<file path="config.mk">
export PLATFORM = sky130hd
export DESIGN_NAME = proc_trace_monitor_flat
export DESIGN_NICKNAME = d
export VERILOG_FILES = /design/src/rtl/proc_trace_monitor_if.sv /design/src/rtl/proc_trace_monitor.sv /design/src/flat_wrapper.sv
export SDC_FILE = /design/constraint.sdc
export NUM_CORES = 2
export LEC_CHECK = 0
export BUFFER_PORTS_ARGS = -buffer_cell sky130_fd_sc_hd__buf_2
export CORE_MARGIN = 2
export CORE_UTILIZATION = 50
export DETAILED_ROUTE_END_ITERATION = 8
export GPL_ROUTABILITY_DRIVEN = 1
export GPL_TIMING_DRIVEN = 1
export PLACE_DENSITY = 0.76
export SKIP_LAST_GASP = 1
export SLEW_MARGIN = 20
export SYNTH_ARGS = -nofsm -noshare
export SYNTH_HDL_FRONTEND = slang
export SYNTH_SLANG_ARGS = --single-unit
</file>
<file path="constraint.sdc">
create_clock -name clock -period 43.3 [get_ports clock]
set_input_delay 6.495 -clock clock [delete_from_list [all_inputs] [get_ports clock]]
set_output_delay 6.495 -clock clock [all_outputs]
set_load 0.05 [all_outputs]
</file>
<file path="src/rtl/proc_trace_monitor_if.sv">
// proc_trace_monitor_if: run-control, probe capture and trace readout bundle.
// Rev 1.0 - initial release
`default_nettype none

interface proc_trace_monitor_if #(
  parameter int NCH   = 4,
  parameter int W     = 32,
  parameter int DEPTH = 16
);
  localparam int CW = $clog2(DEPTH) + 1;

  logic             enable;
  logic             mode;
  logic [NCH*W-1:0] probe;
  logic             rd_req;
  logic             rd_ack;
  logic [NCH*W-1:0] rd_data;
  logic [31:0]      rd_cycle;
  logic [CW-1:0]    count;
  logic             halt;
  logic             overflow;

  modport master (
    output enable, mode, probe, rd_req,
    input  rd_ack, rd_data, rd_cycle, count, halt, overflow
  );

  modport slave (
    input  enable, mode, probe, rd_req,
    output rd_ack, rd_data, rd_cycle, count, halt, overflow
  );
endinterface

`default_nettype wire

</file>
<file path="src/rtl/proc_trace_monitor.sv">
// proc_trace_monitor: captures probe snapshots into a circular trace buffer
// for CYCLE_LIMIT active cycles, then drains them oldest-first. Rev 1.0
`default_nettype none

module proc_trace_monitor #(
  parameter int CYCLE_LIMIT = 50,
  parameter int NCH         = 4,
  parameter int W           = 32,
  parameter int DEPTH       = 16
) (
  input  logic                 clock,
  input  logic                 reset,
  proc_trace_monitor_if.slave  bus
);
  localparam int          AW       = $clog2(DEPTH);
  localparam int          CW       = AW + 1;
  localparam int          PW       = NCH * W;
  localparam logic [CW-1:0] FULL   = CW'(DEPTH);
  localparam logic [31:0] LAST_CYC = 32'(CYCLE_LIMIT - 1);

  typedef enum logic [1:0] {
    IDLE = 2'd0,
    RUN  = 2'd1,
    DONE = 2'd2
  } state_t;

  state_t          state_q, state_d;
  logic [31:0]     cyc_q, cyc_d;
  logic            first_q, first_d;
  logic [PW-1:0]   last_probe_q, last_probe_d;
  logic [AW-1:0]   wr_ptr_q, wr_ptr_d;
  logic [AW-1:0]   rd_ptr_q, rd_ptr_d;
  logic [CW-1:0]   count_q, count_d;
  logic            halt_q, halt_d;
  logic            overflow_q, overflow_d;
  logic            rd_ack_q, rd_ack_d;
  logic [PW-1:0]   rd_data_q, rd_data_d;
  logic [31:0]     rd_cycle_q, rd_cycle_d;
  logic            active;
  logic            wr_en;

  logic [PW-1:0]   mem_probe_q [DEPTH];
  logic [31:0]     mem_cyc_q   [DEPTH];

  always_comb begin
    state_d      = state_q;
    cyc_d        = cyc_q;
    first_d      = first_q;
    last_probe_d = last_probe_q;
    wr_ptr_d     = wr_ptr_q;
    rd_ptr_d     = rd_ptr_q;
    count_d      = count_q;
    halt_d       = halt_q;
    overflow_d   = overflow_q;
    rd_ack_d     = 1'b0;
    rd_data_d    = rd_data_q;
    rd_cycle_d   = rd_cycle_q;
    active       = 1'b0;
    wr_en        = 1'b0;

    case (state_q)
      IDLE: begin
        // The cycle that leaves IDLE is already RUN cycle 0.
        if (bus.enable) begin
          active  = 1'b1;
          state_d = RUN;
        end
      end
      RUN: begin
        if (bus.enable) active = 1'b1;
      end
      DONE: begin
        if (bus.rd_req && (count_q != '0)) begin
          rd_ack_d   = 1'b1;
          rd_data_d  = mem_probe_q[rd_ptr_q];
          rd_cycle_d = mem_cyc_q[rd_ptr_q];
          rd_ptr_d   = rd_ptr_q + AW'(1);
          count_d    = count_q - CW'(1);
        end
      end
      default: state_d = IDLE;
    endcase

    if (active) begin
      cyc_d   = cyc_q + 32'd1;
      first_d = 1'b0;
      if (!bus.mode || first_q || (bus.probe != last_probe_q)) begin
        wr_en        = 1'b1;
        last_probe_d = bus.probe;
        wr_ptr_d     = wr_ptr_q + AW'(1);
        // A full buffer drops its oldest entry to make room.
        if (count_q == FULL) begin
          rd_ptr_d   = rd_ptr_q + AW'(1);
          overflow_d = 1'b1;
        end else begin
          count_d = count_q + CW'(1);
        end
      end
      if (cyc_q == LAST_CYC) begin
        state_d = DONE;
        halt_d  = 1'b1;
      end
    end
  end

  always_ff @(posedge clock) begin
    if (!reset) begin
      state_q      <= IDLE;
      cyc_q        <= '0;
      first_q      <= 1'b1;
      last_probe_q <= '0;
      wr_ptr_q     <= '0;
      rd_ptr_q     <= '0;
      count_q      <= '0;
      halt_q       <= 1'b0;
      overflow_q   <= 1'b0;
      rd_ack_q     <= 1'b0;
      rd_data_q    <= '0;
      rd_cycle_q   <= '0;
    end else begin
      state_q      <= state_d;
      cyc_q        <= cyc_d;
      first_q      <= first_d;
      last_probe_q <= last_probe_d;
      wr_ptr_q     <= wr_ptr_d;
      rd_ptr_q     <= rd_ptr_d;
      count_q      <= count_d;
      halt_q       <= halt_d;
      overflow_q   <= overflow_d;
      rd_ack_q     <= rd_ack_d;
      rd_data_q    <= rd_data_d;
      rd_cycle_q   <= rd_cycle_d;
    end
  end

  // Trace storage carries no reset; its contents are meaningless after reset.
  always_ff @(posedge clock) begin
    if (wr_en && reset) begin
      mem_probe_q[wr_ptr_q] <= bus.probe;
      mem_cyc_q[wr_ptr_q]   <= cyc_q;
    end
  end

  assign bus.rd_ack   = rd_ack_q;
  assign bus.rd_data  = rd_data_q;
  assign bus.rd_cycle = rd_cycle_q;
  assign bus.count    = count_q;
  assign bus.halt     = halt_q;
  assign bus.overflow = overflow_q;

endmodule

`default_nettype wire
</file>
<file path="src/flat_wrapper.sv">
// flat-port wrapper written by rule: the top's interface ports become plain ports
module proc_trace_monitor_flat 
#(
  parameter int CYCLE_LIMIT = 50,
  parameter int NCH         = 4,
  parameter int W           = 32,
  parameter int DEPTH       = 16
)
  (clock, reset, bus_enable, bus_mode, bus_probe, bus_rd_req, bus_rd_ack, bus_rd_data, bus_rd_cycle, bus_count, bus_halt, bus_overflow);
  proc_trace_monitor_if #(.NCH(NCH), .W(W), .DEPTH(DEPTH)) bus_i ();
  input  logic clock;
  input  logic reset;
  input wire logic [$bits(bus_i.enable)-1:0] bus_enable;
  input wire logic [$bits(bus_i.mode)-1:0] bus_mode;
  input wire logic [$bits(bus_i.probe)-1:0] bus_probe;
  input wire logic [$bits(bus_i.rd_req)-1:0] bus_rd_req;
  output wire logic [$bits(bus_i.rd_ack)-1:0] bus_rd_ack;
  output wire logic [$bits(bus_i.rd_data)-1:0] bus_rd_data;
  output wire logic [$bits(bus_i.rd_cycle)-1:0] bus_rd_cycle;
  output wire logic [$bits(bus_i.count)-1:0] bus_count;
  output wire logic [$bits(bus_i.halt)-1:0] bus_halt;
  output wire logic [$bits(bus_i.overflow)-1:0] bus_overflow;
  assign bus_i.enable = bus_enable;
  assign bus_i.mode = bus_mode;
  assign bus_i.probe = bus_probe;
  assign bus_i.rd_req = bus_rd_req;
  assign bus_rd_ack = bus_i.rd_ack;
  assign bus_rd_data = bus_i.rd_data;
  assign bus_rd_cycle = bus_i.rd_cycle;
  assign bus_count = bus_i.count;
  assign bus_halt = bus_i.halt;
  assign bus_overflow = bus_i.overflow;
  proc_trace_monitor #(.CYCLE_LIMIT(CYCLE_LIMIT), .NCH(NCH), .W(W), .DEPTH(DEPTH)) u_core (.clock(clock), .reset(reset), .bus(bus_i));
endmodule
</file>
==> metrics.cfg <==
[outcome]
status = finished, final reports clean

[cts]
cts_tree = done
clk_latency_ns = 0.95
ctsRootBufferMaster = clkbuf_16
cts_max_path_buffers = 4
htreeDepth = 5
cts_setup_buffers = 0
cts_resized = 0
clk_pin_slew_worst_paths_ns = 0.06
cts_hold_buf = 0
cts_buffers = 301
cts_sinks = 2899

[place]
pre_cts_ws_ns = 31.87
routabilityCongestion = 0.824
portBuffers = 300
dp_hpwl_mm = 142

[synth]
synth_top_area_share = 0.699
syn-instance-count = 5354
synth_area_leaders = edfxtp_1 70%, mux4_2 16%, dfxtp_1 6.2%, nand2_1 1.5%, clkbuf_1 0.80%
yosys.area.top_type = edfxtp_1
synth_xor_area_frac = 0.00821
synthMuxAreaShare = 0.163
synthAdderAreaFrac = 0.00102
ys_seq_elements = 2899
synth_top_family_by_area = multiplexers
synth_common_cells = 2,560 x edfxtp_1, 790 x mux4_2, 451 x nand2_1, 339 x dfxtp_1, 234 x clkbuf_1
synth_compound_area_frac = 0.0195
synthFlopType = edfxtp_1
syn_avg_cell_area_um2 = 20.5
yosysMostFrequentCell = edfxtp_1
synth_edf_count = 2560
syn_area_mm2 = 0.110
yosys_warnings = 0
ys_seq_area_frac = 0.761
syn_nets = 5496
synth-simple-area-share = 0.0338
async_reset_ff_frac = 0
synthDistinctLibCells = 56

[detailed_routing]
wl_mm = 277
wl_per_cell_um = 31.3
first_pass_iters = 6
vias = 56200
ant_nets = 0
first_iter_violations = 7748
post-route-drc-count = 0
viasPerCell = 6.34

[power]
power_density_mw_per_mm2 = 45.9
p_leak_uw = 0.0392
ir_drop_mv = 0.0412

[layout]
layout.nets = 5885
area_growth_pct = 13.2
drive_gt1_frac = 0.275
n_fill_cell = 15500
utilization = 0.568

[global_routing]
grt_use_total = 0.247
grt_max_degree = 276
grt_pass1_vias = 56500
grt-ovfl-total = 0
antenna_found_initial = 67
grt_pass1_wl_mm = 399

[timing]
fin_crit_sh = 0.248
hold_violations = 0
tightest_slew_ns = 1.33
setup_viol = 0
relSlewSlack = 0.116
rsz0062_at_grt = false
final_max_slew_viol_count = 0
min_period_ns = 10.72
clock.fmax_mhz = 93.3
fin_ws_ns = 32.58
worst_clock_skew_ns = 0.0859
tns_ns = 0

[floorplanning]
die_area_mm2 = 0.224
initial_core_util = 0.502
num_rows = 172
core_region_area_mm2 = 0.219
ios = 301
die_h_um = 473
die_w_um = 473

[critical_path]
start_kind = input port
crit_type = input port to flop
worst_setup_path_end_kind = flop
required_ns = 43.87
worst_ep_arrival_time_ns = 11.28
cp_max_fo = 275
reg2reg_depth = 8

[worst_hold_path]
min_path_cells = 2
hp-class = flop to flop

[flow_run]
maxCapViolCount = 0

==> power breakdown <==
group          switching, uW  leakage (uW)  total [uW]  internal (uW)
combinational           89.6       0.00795         123           33.5
clock                   1040       0.00471        2530           1480
sequential              11.4        0.0265        3070           3060
==> worst paths after layout <==
path	start	endpoint	slack, ns
worst min-delay path	u_core.bus.rd_cycle[23]$_SDFFE_PN0P_	u_core.bus.rd_cycle[23]$_SDFFE_PN0P_	0.45
worst min register to register	u_core.bus.rd_cycle[23]$_SDFFE_PN0P_	u_core.bus.rd_cycle[23]$_SDFFE_PN0P_	0.45
worst max register to register	u_core.rd_ptr_q[1]$_SDFF_PN0_	u_core.bus.rd_data[117]$_SDFFE_PN0P_	37.69
worst max-delay path	bus_probe[84]	u_core.mem_probe_q[2][34]$_DFFE_PP_	32.58
==> cell usage in the layout (no fill, tap or decap), types with 70 or more instances in the layout <==
| master | instances |
|---|---|
| nand2_1 | 451 |
| o21ai_0 | 94 |
| buf_4 | 70 |
| edfxtp_1 | 2560 |
| buf_2 | 299 |
| mux4_2 | 790 |
| nand3_1 | 150 |
| a21oi_1 | 167 |
| dfxtp_1 | 335 |
| clkbuf_16 | 309 |
==> sequential cells by signal (all words and copies together) (netlist names) <==
signal,count
u_core.cyc_q,32
u_core.bus.rd_data,128
u_core.bus.halt,1
u_core.bus.overflow,1
u_core.bus.rd_cycle,32
u_core.rd_ptr_q,4
u_core.wr_ptr_q,4
u_core.mem_probe_q,2048
u_core.last_probe_q,128
u_core.bus.count,5
u_core.first_q,1
u_core.bus.rd_ack,1
u_core.state_q,2
u_core.mem_cyc_q,512
==> layer usage <==
layer	vias to the layer above	part of all wire	GRT usage
met5	-	0.00095	0
li1	22600	-	-
met3	573	0.10	0.0527
met2	3401	0.49	0.392
met1	29500	0.38	0.341
met4	42	0.034	0.0882
==> metrics by stage <==
step	total power [uW]	cells	hold slack, ns	area, um^2
floorplan	3190	5354	0.438	110000
global placement	3240	8308	0.441	115000
detailed placement	3250	8308	0.443	115000
CTS	5750	8836	0.451	124000
global route	5870	8855	0.464	124000
finish	5720	8863	0.447	124000
==> critical path: stages <==
cell	delay [ns]
buf_2	0.28
xor2_1	0.26
nor4_1	0.66
nand4_1	0.25
nor4_1	0.61
nand2_1	0.23
o21ai_4	0.54
buf_12	0.79
nor4_2	0.18
buf_4	0.37
buf_4	0.39
==> kinds of logic (layout without fill, tap and decap cells) <==
kind of cell,Yosys count,in the layout
xor+xnor,103,103
fa+ha+maj,9,9
simple gates,820,820
compound gates,375,375
other cells,0,24
flops,2899,2899
buf+inv,342,956
mux,806,806
==> final cells by class <==
class,instances,area [um^2],area share
flip-flops and latches,2899,83700,0.672
diodes,24,60.1,0.000482
inverters,36,143,0.00115
well taps,2871,3590,0.0289
clock inverters,140,1350,0.0108
clock buffers,388,8260,0.0663
repair buffers,392,2480,0.0199
multi-input cells,2113,24900,0.200
Note: power is estimated with default switching activity, not from simulation.
